===== src/rtl/pcm_up_ctrl_if.sv =====
// Sample/handshake bundle between the PCM rate detector and the upsampler.
// The slave modport is the controller; the master modport is the source/upsampler side.
interface pcm_up_ctrl_if;
  logic               in_strobe;
  logic signed [31:0] in_l;
  logic signed [31:0] in_r;
  logic               started;
  logic               start;
  logic [1:0]         source_type;
  logic signed [31:0] xl;
  logic signed [31:0] xr;
  logic               locked;
  logic               out_strobe;
  logic [7:0]         unlock_cnt;

  modport master (
    output in_strobe, in_l, in_r, started,
    input  start, source_type, xl, xr, locked, out_strobe, unlock_cnt
  );

  modport slave (
    input  in_strobe, in_l, in_r, started,
    output start, source_type, xl, xr, locked, out_strobe, unlock_cnt
  );
endinterface


===== src/rtl/pcm_up_ctrl.sv =====
// Measures the incoming stereo sample period, locks onto one of four PCM rates,
// and then enables the upsampler and hands it held samples plus a 352.8 kHz phase strobe.
module pcm_up_ctrl #(
  parameter int LOCK_CNT = 4,
  parameter int TOL      = 8,
  parameter int MISS_CNT = 2
) (
  input logic          mclk,
  input logic          reset,
  pcm_up_ctrl_if.slave bus
);
  localparam int              MW         = $clog2(LOCK_CNT + 1);
  localparam int              XW         = $clog2(MISS_CNT + 1);
  localparam logic [MW-1:0]   MATCH_LOCK = MW'(LOCK_CNT);
  localparam logic [XW-1:0]   MISS_DROP  = XW'(MISS_CNT);
  localparam logic [10:0]     PERIOD_SAT = 11'h7FF;

  typedef enum logic [1:0] {
    S_IDLE,
    S_ACQUIRE,
    S_LOCKED,
    S_FLUSH
  } state_e;

  typedef struct packed {
    logic       valid;
    logic [1:0] rate;
  } class_t;

  // Nominal periods are 1024 >> rate mclk cycles; windows never overlap for sane TOL.
  function automatic class_t classify(input logic [10:0] period);
    class_t c;
    c = '{valid: 1'b0, rate: 2'b00};
    for (int k = 0; k < 4; k++) begin
      if (int'(period) >= (1024 >> k) - TOL && int'(period) <= (1024 >> k) + TOL) begin
        c.valid = 1'b1;
        c.rate  = 2'(k);
      end
    end
    return c;
  endfunction

  state_e             state_q,  state_d;
  logic [10:0]        period_q, period_d;
  logic [MW-1:0]      match_q,  match_d;
  logic [XW-1:0]      miss_q,   miss_d;
  logic [1:0]         cand_q,   cand_d;
  logic               flush_q,  flush_d;
  logic               start_q,  start_d;
  logic               locked_q, locked_d;
  logic [1:0]         src_q,    src_d;
  logic signed [31:0] xl_q,     xl_d;
  logic signed [31:0] xr_q,     xr_d;
  logic [7:0]         unlock_q, unlock_d;
  logic [6:0]         phase_q,  phase_d;
  class_t             cls;

  always_comb begin
    // NOTE: every variable gets a default before any branch so no path can infer a latch.
    state_d  = state_q;
    match_d  = match_q;
    miss_d   = miss_q;
    cand_d   = cand_q;
    flush_d  = flush_q;
    start_d  = start_q;
    locked_d = locked_q;
    src_d    = src_q;
    xl_d     = xl_q;
    xr_d     = xr_q;
    unlock_d = unlock_q;
    cls      = classify(period_q);

    if (bus.in_strobe)              period_d = 11'd1;
    else if (period_q == PERIOD_SAT) period_d = period_q;
    else                             period_d = period_q + 11'd1;

    if (locked_q && bus.in_strobe) begin
      xl_d = bus.in_l;
      xr_d = bus.in_r;
    end

    unique case (state_q)
      S_IDLE: begin
        if (bus.in_strobe) state_d = S_ACQUIRE;
      end
      S_ACQUIRE: begin
        if (bus.in_strobe) begin
          if (!cls.valid) begin
            match_d = '0;
          end else if (cls.rate == cand_q) begin
            match_d = match_q + MW'(1);
          end else begin
            cand_d  = cls.rate;
            match_d = MW'(1);
          end
          if (match_d == MATCH_LOCK) begin
            state_d  = S_LOCKED;
            src_d    = cand_d;
            locked_d = 1'b1;
            miss_d   = '0;
          end
        end
      end
      S_LOCKED: begin
        start_d = 1'b1;
        // A stalled source looks like one bad period per saturated cycle.
        if (bus.in_strobe)
          miss_d = (cls.valid && cls.rate == src_q) ? '0 : miss_q + XW'(1);
        else if (period_q == PERIOD_SAT)
          miss_d = miss_q + XW'(1);
        if (miss_d == MISS_DROP) begin
          state_d  = S_FLUSH;
          start_d  = 1'b0;
          locked_d = 1'b0;
          xl_d     = '0;
          xr_d     = '0;
          flush_d  = 1'b0;
          if (unlock_q != 8'hFF) unlock_d = unlock_q + 8'd1;
        end
      end
      S_FLUSH: begin
        if (flush_q) begin
          state_d = S_ACQUIRE;
          match_d = '0;
        end else begin
          flush_d = 1'b1;
        end
      end
    endcase

    phase_d = (start_d && !start_q) ? 7'd0 : phase_q + 7'd1;
  end

  always_ff @(posedge mclk) begin
    // NOTE: the sample holding registers are reset too, so the upsampler never sees stale audio.
    if (reset) begin
      state_q  <= S_IDLE;
      period_q <= '0;
      match_q  <= '0;
      miss_q   <= '0;
      cand_q   <= '0;
      flush_q  <= 1'b0;
      start_q  <= 1'b0;
      locked_q <= 1'b0;
      src_q    <= '0;
      xl_q     <= '0;
      xr_q     <= '0;
      unlock_q <= '0;
      phase_q  <= '0;
    end else begin
      // NOTE: non-blocking assignments so every flop samples the pre-edge value of its peers.
      state_q  <= state_d;
      period_q <= period_d;
      match_q  <= match_d;
      miss_q   <= miss_d;
      cand_q   <= cand_d;
      flush_q  <= flush_d;
      start_q  <= start_d;
      locked_q <= locked_d;
      src_q    <= src_d;
      xl_q     <= xl_d;
      xr_q     <= xr_d;
      unlock_q <= unlock_d;
      phase_q  <= phase_d;
    end
  end

  assign bus.start       = start_q;
  assign bus.source_type = src_q;
  assign bus.xl          = xl_q;
  assign bus.xr          = xr_q;
  assign bus.locked      = locked_q;
  assign bus.unlock_cnt  = unlock_q;
  assign bus.out_strobe  = (phase_q == 7'd127) && bus.started;
endmodule

===== src/flat_wrapper.sv =====
// flat-port wrapper written by rule: the top's interface ports become plain ports
module pcm_up_ctrl_flat 
#(
  parameter int LOCK_CNT = 4,
  parameter int TOL      = 8,
  parameter int MISS_CNT = 2
)
  (mclk, reset, bus_in_strobe, bus_in_l, bus_in_r, bus_started, bus_start, bus_source_type, bus_xl, bus_xr, bus_locked, bus_out_strobe, bus_unlock_cnt);
  pcm_up_ctrl_if bus_i ();
  input logic mclk;
  input logic reset;
  input wire logic [$bits(bus_i.in_strobe)-1:0] bus_in_strobe;
  input wire logic [$bits(bus_i.in_l)-1:0] bus_in_l;
  input wire logic [$bits(bus_i.in_r)-1:0] bus_in_r;
  input wire logic [$bits(bus_i.started)-1:0] bus_started;
  output wire logic [$bits(bus_i.start)-1:0] bus_start;
  output wire logic [$bits(bus_i.source_type)-1:0] bus_source_type;
  output wire logic [$bits(bus_i.xl)-1:0] bus_xl;
  output wire logic [$bits(bus_i.xr)-1:0] bus_xr;
  output wire logic [$bits(bus_i.locked)-1:0] bus_locked;
  output wire logic [$bits(bus_i.out_strobe)-1:0] bus_out_strobe;
  output wire logic [$bits(bus_i.unlock_cnt)-1:0] bus_unlock_cnt;
  assign bus_i.in_strobe = bus_in_strobe;
  assign bus_i.in_l = bus_in_l;
  assign bus_i.in_r = bus_in_r;
  assign bus_i.started = bus_started;
  assign bus_start = bus_i.start;
  assign bus_source_type = bus_i.source_type;
  assign bus_xl = bus_i.xl;
  assign bus_xr = bus_i.xr;
  assign bus_locked = bus_i.locked;
  assign bus_out_strobe = bus_i.out_strobe;
  assign bus_unlock_cnt = bus_i.unlock_cnt;
  pcm_up_ctrl #(.LOCK_CNT(LOCK_CNT), .TOL(TOL), .MISS_CNT(MISS_CNT)) u_core (.mclk(mclk), .reset(reset), .bus(bus_i));
endmodule

===== config.mk =====
export PLATFORM = sky130hd
export DESIGN_NAME = pcm_up_ctrl_flat
export DESIGN_NICKNAME = d
export VERILOG_FILES = /design/src/rtl/pcm_up_ctrl_if.sv /design/src/rtl/pcm_up_ctrl.sv /design/src/flat_wrapper.sv
export SDC_FILE = /design/constraint.sdc
export NUM_CORES = 1
export LEC_CHECK = 0
export CAP_MARGIN = 20
export CORE_ASPECT_RATIO = 1.4
export CORE_UTILIZATION = 30
export DETAILED_ROUTE_END_ITERATION = 16
export PLACE_DENSITY = 0.61
export SLEW_MARGIN = 5
export SYNTH_ARGS = -nofsm -noshare
export SYNTH_HDL_FRONTEND = slang
export SYNTH_SLANG_ARGS = --single-unit
export TNS_END_PERCENT = 20

===== constraint.sdc =====
create_clock -name mclk -period 3 [get_ports mclk]
set_clock_uncertainty 0.2 [all_clocks]
set_input_delay 0.3 -clock mclk [delete_from_list [all_inputs] [get_ports mclk]]
set_output_delay 0.3 -clock mclk [all_outputs]
set_load 0.01 [all_outputs]

==> out/metrics.csv, run 1 <==
stage,metric,value,unit
outcome,status,"complete, no violations",
global_routing,pin count of the biggest net entering global routing,65,
worst_setup_path,CP arrival,2860,ps
power_and_ir_drop,Worst VDD drop,266,uV
power_and_ir_drop,total power,3.12,mW
placement,cell total after placement,878,
final_layout,Non-Filler Instances,894,
global_routing,met1 Resource Use GR,16.8,%
sta,Final Hold Fails,0,
floorplan,# rows,52,
detailed_routing,DRC,0,
yosys,Mapped Avg Cell Area,8.09,um^2
sta,smallest setup slack after layout,172,ps
worst_setup_path,Critical R2R Launch,u_core.period_q[4]$_SDFFE_PP0N_,
cts,root buffer cell,clkbuf_16,
yosys,#FFs+latches synth,104,
global_routing,busiest grt layer,met2,
floorplan,Die Width,106,um
global_routing,vias in the first global route,4103,
worst_setup_path,Worst setup SP type,register,
yosys,Synth Flop Type,dfxtp_1,
cts,later-pin clock latency in the skew report,340,ps
detailed_routing,Starting DRT DRC Count,167,
floorplan,Initial Util,30.9,%
sta,min Tclk post-route,2830,ps
floorplan,number of I/O pins,145,
yosys,Synth area leaders,"dfxtp_1, nand2_1, a21oi_1",
yosys,"Cell Area, Synth",0.00450,mm^2
final_layout,Util after Layout,44.7,%
yosys,yosys warns,0,
detailed_routing,drt first pass iters,5,
power_and_ir_drop,Pleak,2.23,nW
final_layout,final non-filler cell area,0.00651,mm^2
sta,post-route setup TNS,0,ps
final_layout,layout net count,778,
yosys,Post-synth EDFFs,0,
worst_setup_path,CP Capture Type,register,
floorplan,Core ar.,0.0146,mm^2
sta,endpoints failing setup,0,
final_layout,number of inserted diodes,0,
cts,CTS tree,yes,
placement,PortBufs,144,
worst_setup_path,crit path from,u_core.period_q[4]$_SDFFE_PP0N_,
yosys,Post-Synthesis Cells,556,
global_routing,grt met2 use,30.1,%
yosys,post-synth top area cell,dfxtp_1,
cts,Clock H-tree levels,3,
placement,GPL Wtd Cong,0.854,
power_and_ir_drop,PD cells,479,mW/mm^2
detailed_routing,Wirelength per Cell,13.7,um
placement,cell area after placement,0.00622,mm^2
cts,hold_buf cts,0,
sta,RSZ-0062 raised after global routing,no,
final_layout,share of layout cells above drive strength 1,7.66,%
sta,Min Hold Slack,244,ps
final_layout,area delta synth->final,44.7,%
sta,Slew Limit Fails,0,
floorplan,die area,0.0155,mm^2
cts,Num CTS Buffers,9,
sta,Fmax achieved,354,MHz
global_routing,grt ovf,0,
placement,HPWL reported at the end of detailed placement,9.03,mm
cts,Worst-path clk slew,70,ps
yosys,post-synthesis net count,634,
detailed_routing,Antenna Violating Nets Remaining,0,
hold_path,Hold Startpoint,u_core.phase_q[0]$_SDFF_PP0_,
yosys,area share of the largest cell type after synthesis,46.3,%
floorplan,Die Y-Extent,147,um
detailed_routing,Via-to-Cell Ratio,4.81,
cts,TritonCTS Sinks,104,
detailed_routing,Routed WL,12.2,mm
cts,Setup Buffers After CTS,0,
worst_setup_path,Crit Path Category,register to register,
global_routing,Global Route Usage Sum,15.8,%
worst_setup_path,largest fanout on the critical path,7,
yosys,synth unique cells,61,
yosys,Post-synth ARST share,0,%
final_layout,Filler cells,1468,
global_routing,met3 Resource Use GR,2.09,%
worst_setup_path,Worst EP required,3030,ps
global_routing,initial antenna violation count,0,
sta,post-route clock period utilization,94.3,%
hold_path,Hold WC Path Type,register to register,
sta,Slew @ Worst Pin,675,ps
job,max cap viols,0,
sta,Max transition margin,55.0,%
yosys,register area share after synthesis,46.3,%
detailed_routing,DR vias,4299,
cts,clk buf depth,2,
placement,dpl ws,142,ps
global_routing,global-route wire length before repair,19.7,mm
## final timing paths
kind / to / slack, ps / cells after the start
min: u_core.phase_q[0]$_SDFF_PP0_ / 240 / 1
max reg2reg: u_core.state_q[0]$_SDFFE_PP0P_ / 170 / 8
min reg2reg: u_core.phase_q[0]$_SDFF_PP0_ / 240 / 1
max: u_core.state_q[0]$_SDFFE_PP0P_ / 170 / 8
## timing repair
item                                   4_1_cts  5_1_grt
gates resized for setup                      0        2
endpoints found under the hold margin        0        0
setup endpoints to repair                    0       15
## sequential cells by signal, summed over array words and instances, names as in the netlist
register,cells
u_core.bus.xl,32
u_core.bus.xr,32
u_core.period_q,11
u_core.bus.unlock_cnt,8
u_core.phase_q,7
u_core.match_q,3
u_core.bus.source_type,2
u_core.cand_q,2
u_core.miss_q,2
u_core.state_q,2
u_core.bus.locked,1
u_core.bus.start,1
u_core.flush_q,1
## synthesized netlist by cell type (all sizes together), types with 3 or more instances
library cell / instances
a211oi: 3
a21o: 3
a21oi: 81
a22oi: 3
a31oi: 7
buf: 12
clkbuf: 16
dfxtp: 104
ha: 10
inv: 16
mux2i: 3
nand2: 151
nand2b: 7
nand3: 13
nand4: 5
nor2: 39
nor2b: 5
nor3: 5
o21ai: 12
o22ai: 3
o41ai: 3
or2: 3
or3: 5
or4: 3
xnor2: 7
xor2: 10
## report_power, final
group          total [mW]  internal [mW]  leakage, nW  switching, mW
Combinational       0.543          0.257         1.25          0.287
Sequential           1.46           1.42        0.839         0.0398
Clock                1.11          0.577        0.139          0.536
Total                3.12           2.26         2.23          0.863
## layer usage
metal / vias to the layer above / wire length [um]
met2: 112 / 6590
met3: 19 / 468
met4: 0 / 322
met5: - / 0
met1: 2000 / 4850
li1: 2168 / -
## final cells by class
cell class	instances	area [um^2]	area share, %
Clock buffer	10	229	3.52
Tap cell	189	236	3.63
Sequential cell	104	2080	32.0
Timing Repair Buffer	161	1590	24.5
Inverter	16	60.1	0.923
Multi-Input combinational cell	408	2260	34.7
Clock inverter	6	51.3	0.788
## cell usage in the layout (no fill, tap or decap), types with 2 or more instances in the layout
cell type,n
buf_4,15
or4_1,2
o31ai_1,2
o41ai_2,2
inv_6,2
clkinv_4,2
clkdlybuf4s50_1,144
buf_12,2
clkbuf_16,9
nor2b_1,5
nand4_1,4
nand2_2,2
xnor2_1,7
nand3_1,13
nand2_1,149
nand2b_1,6
mux2i_1,3
dfxtp_1,104
a31oi_1,7
a22oi_1,3
nor2_1,37
or2_2,2
o21ai_0,11
or3_1,4
ha_1,10
a211oi_1,3
a21o_1,2
o22ai_1,3
xor2_1,10
nor3_1,5
inv_1,16
a21oi_1,80
and3_1,2
## cell families after synthesis
family          after synthesis  synth area share [%]
simple gates                245                  24.0
compound gates              132                  18.7
flops                       104                  46.3
xor+xnor                     17                  3.31
buf+inv                      44                  4.06
mux                           4                 0.918
fa+ha+maj                    10                  2.78
## worst max-delay path: stages (launching register included)
cell     delay [ps]
dfxtp_1         370
or3_4           420
a211o_1         310
a21o_1          220
and2_2          240
a41oi_4         320
nor3_1           90
o211a_1         250
mux2_1          310
Power figures use the tool's default switching activity.
==> run 2, diff against run 1 <==
- CORE_ASPECT_RATIO: 1.4 -> 0.5
- DONT_BUFFER_PORTS: unset -> 1
- PLACE_DENSITY: 0.61 -> 0.56
==> run 2 against run 1 <==
Net effect: sequential cell count stayed put; final cell count fell by 7.8%; first-iteration DRC count decreased by 14%; critical path depth up 1; fmax fell by 1.1%; via count down 7.2%; register-to-register slack worse by 30 ps; routed wire length decreased by 9.9%; largest cell class unchanged; count of clock-buffer cells in the layout fell by 1; global-route usage down 2.5 points.
==> out/metrics.csv, run 2 (synthesized netlist as in run 1, its figures left out) <==
stage,metric,value,unit,change
worst_setup_path,Worst setup SP type,register,,
floorplan,Die Y-Extent,88.6,um,-40%
sta,Min Hold Slack,69.6,ps,-174 ps
sta,Max transition margin,33.1,%,-22 points
worst_setup_path,crit path from,u_core.period_q[4]$_SDFFE_PP0N_,,
detailed_routing,DR vias,3990,,-7.2%
global_routing,grt ovf,0,,unchanged
sta,Fmax achieved,350,MHz,-1.1%
detailed_routing,Wirelength per Cell,13.4,um,-2.3%
sta,RSZ-0062 raised after global routing,no,,
sta,min Tclk post-route,2860,ps,+32.6 ps
cts,root buffer cell,clkbuf_16,,
power_and_ir_drop,total power,3.11,mW,-0.47%
detailed_routing,DRC,0,,unchanged
final_layout,final non-filler cell area,0.00574,mm^2,-12%
final_layout,Filler cells,1430,,-2.6%
power_and_ir_drop,Worst VDD drop,270,uV,+1.4%
sta,post-route setup TNS,0,ps,unchanged
global_routing,pin count of the biggest net entering global routing,65,,unchanged
sta,post-route clock period utilization,95.4,%,+1.1 points
floorplan,number of I/O pins,145,,unchanged
final_layout,area delta synth->final,27.6,%,
worst_setup_path,Worst EP required,3090,ps,+60 ps
worst_setup_path,largest fanout on the critical path,8,,+1
worst_setup_path,CP Capture Type,register,,
sta,endpoints failing setup,0,,unchanged
placement,cell area after placement,0.00477,mm^2,-23%
final_layout,"leading cell type in the layout, fill and taps excluded",nand2_1,,
global_routing,met1 Resource Use GR,15.1,%,-1.7 points
worst_setup_path,worst reg-to-reg setup slack,140,ps,-30 ps
global_routing,busiest grt layer,met2,,
cts,Worst-path clk slew,70,ps,about the same
placement,HPWL reported at the end of detailed placement,7.29,mm,-19%
final_layout,"commonest non-fill, non-tap cells in the layout","nand2_1, dfxtp_1, a21oi_1",,
final_layout,share of layout cells above drive strength 1,8.47,%,+0.81 points
outcome,status,"complete, no violations",,
floorplan,# rows,31,,-40%
cts,clk buf depth,2,,unchanged
cts,CTS tree,yes,,
floorplan,Initial Util,30.9,%,+0.061 points
placement,PortBufs,0,,-100%
cts,TritonCTS Sinks,104,,unchanged
placement,GPL Wtd Cong,0.872,,+2.1%
worst_setup_path,worst flop-to-flop path endpoint,u_core.bus.unlock_cnt[4]$_SDFFE_PP0P_,,
final_layout,Util after Layout,39.5,%,-5.2 points
detailed_routing,Routed WL,11.0,mm,-9.9%
floorplan,die area,0.0155,mm^2,+0.15%
detailed_routing,drt first pass iters,4,,-1
floorplan,Core ar.,0.0145,mm^2,-0.20%
power_and_ir_drop,Pleak,1.97,nW,-12%
sta,Slew Limit Fails,0,,unchanged
worst_setup_path,Crit Path Category,register to register,,
worst_setup_path,CP endpoint,u_core.bus.unlock_cnt[4]$_SDFFE_PP0P_,,
global_routing,met3 Resource Use GR,4.30,%,+2.2 points
global_routing,global-route wire length before repair,16.6,mm,-16%
floorplan,Die Width,175,um,+66%
final_layout,Reg area,0.00208,mm^2,unchanged
detailed_routing,Antenna Violating Nets Remaining,0,,unchanged
sta,Final Hold Fails,0,,unchanged
worst_setup_path,Reg2Reg Depth,9,,+1
final_layout,layout net count,699,,-10%
cts,Num CTS Buffers,9,,unchanged
worst_setup_path,CP arrival,2950,ps,+90 ps
hold_path,Hold Startpoint,reset,,
cts,later-pin clock latency in the skew report,340,ps,about the same
job,max cap viols,0,,unchanged
sta,Slew @ Worst Pin,1000,ps,+326 ps
final_layout,number of inserted diodes,0,,unchanged
detailed_routing,Via-to-Cell Ratio,4.84,,+0.70%
global_routing,grt met2 use,24.2,%,-5.8 points
cts,Clock H-tree levels,3,,unchanged
global_routing,vias in the first global route,3601,,-12%
detailed_routing,Starting DRT DRC Count,144,,-14%
final_layout,area taken by multi-input logic gates,0.00225,mm^2,-0.11%
global_routing,initial antenna violation count,0,,unchanged
worst_setup_path,Critical R2R Launch,u_core.period_q[4]$_SDFFE_PP0N_,,
global_routing,Global Route Usage Sum,13.3,%,-2.5 points
power_and_ir_drop,PD cells,541,mW/mm^2,+13%
hold_path,Hold WC Path Type,input pin to register,,
## run 2: cell types whose count changed in the layout (fill, tap and decap cells not counted)
| cell | before | now |
|---|---|---|
| buf_12 | 2 | 3 |
| buf_4 | 15 | 13 |
| clkbuf_1 | 1 | 0 |
| clkdlybuf4s50_1 | 144 | 0 |
| clkinv_4 | 2 | 0 |
| clkinvlp_4 | 0 | 4 |
| dlygate4sd3_1 | 0 | 66 |
| inv_6 | 2 | 1 |
| nor2_1 | 37 | 38 |
| nor2_2 | 1 | 0 |
## run 2: layout make-up
| type | count | share of cell area (%) |
|---|---|---|
| well taps | 198 | 4.31 |
| clock buffers | 9 | 3.92 |
| repair buffers | 82 | 14.2 |
| inverters | 16 | 1.05 |
| flip-flops and latches | 104 | 36.3 |
| multi-input cells | 408 | 39.3 |
| clock inverters | 7 | 0.959 |
## run 2: worst min-delay path by stage
stage / endpoint / slack [ps] / cells after the start
floorplan: u_core.phase_q[0]$_SDFF_PP0_ / 220 / 1
finish: u_core.period_q[5]$_SDFFE_PP0N_ / 70 / 2
detailed placement: u_core.miss_q[1]$_SDFFE_PP0P_ / 180 / 1
CTS: u_core.period_q[7]$_SDFFE_PP0N_ / 60 / 2
global placement: u_core.period_q[0]$_SDFFE_PP0P_ / 170 / 1
global route: u_core.period_q[7]$_SDFFE_PP0N_ / 70 / 2
## run 2: critical path, stage by stage (launching register included)
cell and delay [ps]:
dfxtp_1 370, or3_4 430, a211o_1 310, a21o_1 210, a21o_1 230, a32oi_4 250
buf_12 160, nand3b_4 100, or4_1 480, nand2_1 70
## run 2: timing repair
action	4_1_cts	5_1_grt
buffers inserted	0	1
hold endpoints to repair	86	0
endpoints found under the setup margin	0	71
gates resized for setup	0	1
hold buffers	66	0
## run 2: layer usage
metal / vias to the layer above / share of wire (%)
met5: - / 0
met2: 96 / 50
met4: 0 / 0.88
met1: 1874 / 44
li1: 2012 / -
met3: 8 / 5.1
## run 2: power by group
part	internal, mW	switching [mW]
sequential	1.42	0.0476
combinational	0.237	0.281
clock	0.571	0.545
total	2.23	0.874
## run 2: through the flow
| stage | setup WS [ps] | std cells |
|---|---|---|
| 6_report | 139 | 824 |
| 5_1_grt | 18.3 | 824 |
| 4_1_cts | 79.7 | 823 |
| 3_5_place_dp | 98.4 | 741 |
| 3_3_place_gp | 184 | 741 |
| 2_1_floorplan | 335 | 556 |
==> run 3, diff against run 2 <==
- CAP_MARGIN: 20 -> 30
==> run 3 against run 2 <==
Net effect: sequential power hardly changed; final cell count is 0.12% higher; worst setup slack hardly changed; register-to-register slack hardly changed; largest cell class unchanged.
==> out/metrics.csv, run 3 (synthesized netlist as in run 1, its figures left out) <==
stage,metric,value,unit,change
cts,root buffer cell,clkbuf_16,,
sta,post-route clock period utilization,95.4,%,about the same
global_routing,pin count of the biggest net entering global routing,65,,unchanged
floorplan,number of I/O pins,145,,unchanged
floorplan,Die Y-Extent,88.6,um,unchanged
cts,Worst-path clk slew,70,ps,about the same
detailed_routing,DR vias,4007,,+0.43%
floorplan,Initial Util,30.9,%,unchanged
worst_setup_path,Crit Path Category,register to register,,
detailed_routing,DRC,0,,unchanged
sta,Slew @ Worst Pin,663,ps,-338 ps
global_routing,grt ovf,0,,unchanged
detailed_routing,Routed WL,11.0,mm,+0.15%
detailed_routing,Antenna Violating Nets Remaining,0,,unchanged
final_layout,layout net count,700,,+0.14%
final_layout,area delta synth->final,28.0,%,
sta,endpoints failing setup,0,,unchanged
final_layout,share of layout cells above drive strength 1,8.61,%,+0.15 points
power_and_ir_drop,Pleak,1.97,nW,+0.38%
worst_setup_path,largest fanout on the critical path,8,,unchanged
cts,TritonCTS Sinks,104,,unchanged
worst_setup_path,CP arrival,2950,ps,about the same
sta,smallest setup slack after layout,139,ps,-0.182 ps
floorplan,die area,0.0155,mm^2,unchanged
global_routing,initial antenna violation count,0,,unchanged
worst_setup_path,Worst EP required,3090,ps,about the same
sta,post-route setup TNS,0,ps,unchanged
power_and_ir_drop,PD cells,540,mW/mm^2,-0.14%
hold_path,Hold WC Path Type,input pin to register,,
sta,Max transition margin,55.8,%,+23 points
placement,cell total after placement,741,,unchanged
cts,later-pin clock latency in the skew report,340,ps,about the same
power_and_ir_drop,total power,3.11,mW,+0.13%
global_routing,vias in the first global route,3601,,unchanged
detailed_routing,Wirelength per Cell,13.4,um,about the same
sta,min Tclk post-route,2860,ps,+0.182 ps
floorplan,Core ar.,0.0145,mm^2,unchanged
global_routing,global-route wire length before repair,16.6,mm,unchanged
detailed_routing,drt first pass iters,4,,unchanged
cts,clk buf depth,2,,unchanged
sta,RSZ-0062 raised after global routing,no,,
power_and_ir_drop,Worst VDD drop,283,uV,+5.0%
detailed_routing,Starting DRT DRC Count,149,,+3.5%
worst_setup_path,CP Capture Type,register,,
placement,dpl ws,98.4,ps,unchanged
detailed_routing,Via-to-Cell Ratio,4.86,,+0.30%
cts,CTS tree,yes,,
final_layout,"commonest non-fill, non-tap cells in the layout","nand2_1, dfxtp_1, a21oi_1",,
job,max cap viols,0,,unchanged
floorplan,Die Width,175,um,unchanged
worst_setup_path,Worst setup SP type,register,,
final_layout,Non-Filler Instances,825,,+0.12%
final_layout,number of inserted diodes,0,,unchanged
floorplan,# rows,31,,unchanged
placement,GPL Wtd Cong,0.872,,unchanged
sta,Slew Limit Fails,0,,unchanged
placement,PortBufs,0,,unchanged
final_layout,"leading cell type in the layout, fill and taps excluded",nand2_1,,
global_routing,Global Route Usage Sum,13.3,%,unchanged
cts,Num CTS Buffers,9,,unchanged
placement,HPWL reported at the end of detailed placement,7.29,mm,unchanged
cts,Clock H-tree levels,3,,unchanged
outcome,status,"complete, no violations",,
sta,Fmax achieved,350,MHz,about the same
sta,Final Hold Fails,0,,unchanged
[run 3: cell types whose count changed in the layout (fill, tap and decap cells not counted)]
cell / previous run / this run
buf_8: 0 / 1
[run 3: repair_timing]
| item | CTS | global route |
|---|---|---|
| setup endpoints to repair | 0 | 70 |
| resized for setup | 0 | 1 |
| hold buffers | 66 | 0 |
| hold endpoints to repair | 86 | 0 |
| buffers inserted | 0 | 1 |
[run 3: worst max-delay path, cell delays in order (launching register included)]
cell	delay (ps)
dfxtp_1	370
or3_4	430
a211o_1	310
a21o_1	210
a21o_1	230
a32oi_4	250
buf_12	160
nand3b_4	100
or4_1	480
nand2_1	80
[run 3: report_power, final]
group	total, mW	internal, mW	switching (mW)
Sequential	1.47	1.42	0.0478
Combinational	0.520	0.239	0.281
Clock	1.12	0.571	0.547
Total	3.11	2.23	0.876
[run 3: path summary, 6_finish.rpt]
kind                            depth (start not counted)                            start                                    end  slack, ps
worst min register to register                          1     u_core.phase_q[0]$_SDFF_PP0_           u_core.phase_q[0]$_SDFF_PP0_        250
worst min-delay path                                    2                            reset        u_core.period_q[5]$_SDFFE_PP0N_         70
worst max register to register                          9  u_core.period_q[4]$_SDFFE_PP0N_  u_core.bus.unlock_cnt[4]$_SDFFE_PP0P_        140
worst max-delay path                                    9  u_core.period_q[4]$_SDFFE_PP0N_  u_core.bus.unlock_cnt[4]$_SDFFE_PP0P_        140
[run 3: per-layer routing]
layer | track usage (%) | vias to the layer above | wire length, um
li1 | - | 2011 | -
met1 | 15.1 | 1882 | 4860
met2 | 24.2 | 102 | 5480
met3 | 4.30 | 12 | 565
met4 | 4.03 | 0 | 127
met5 | 0 | - | 0
[run 3: per-stage QoR]
stage / hold slack (ps) / cell area, um^2 / utilization (%)
finish: 68.1 / 5760 / 39.6
global placement: 174 / 4770 / 32.8
CTS: 56.7 / 5720 / 39.3
floorplan: 218 / 4500 / -
detailed placement: 180 / 4770 / 32.8
global route: 65.6 / 5760 / 39.6
[run 3: final cells by class]
cell class,count,area [um^2]
flip-flops and latches,104,2080
clock buffers,9,225
inverters,16,60.1
multi-input cells,408,2250
well taps,198,248
fillers,1428,8790
clock inverters,7,55.1
repair buffers,83,833
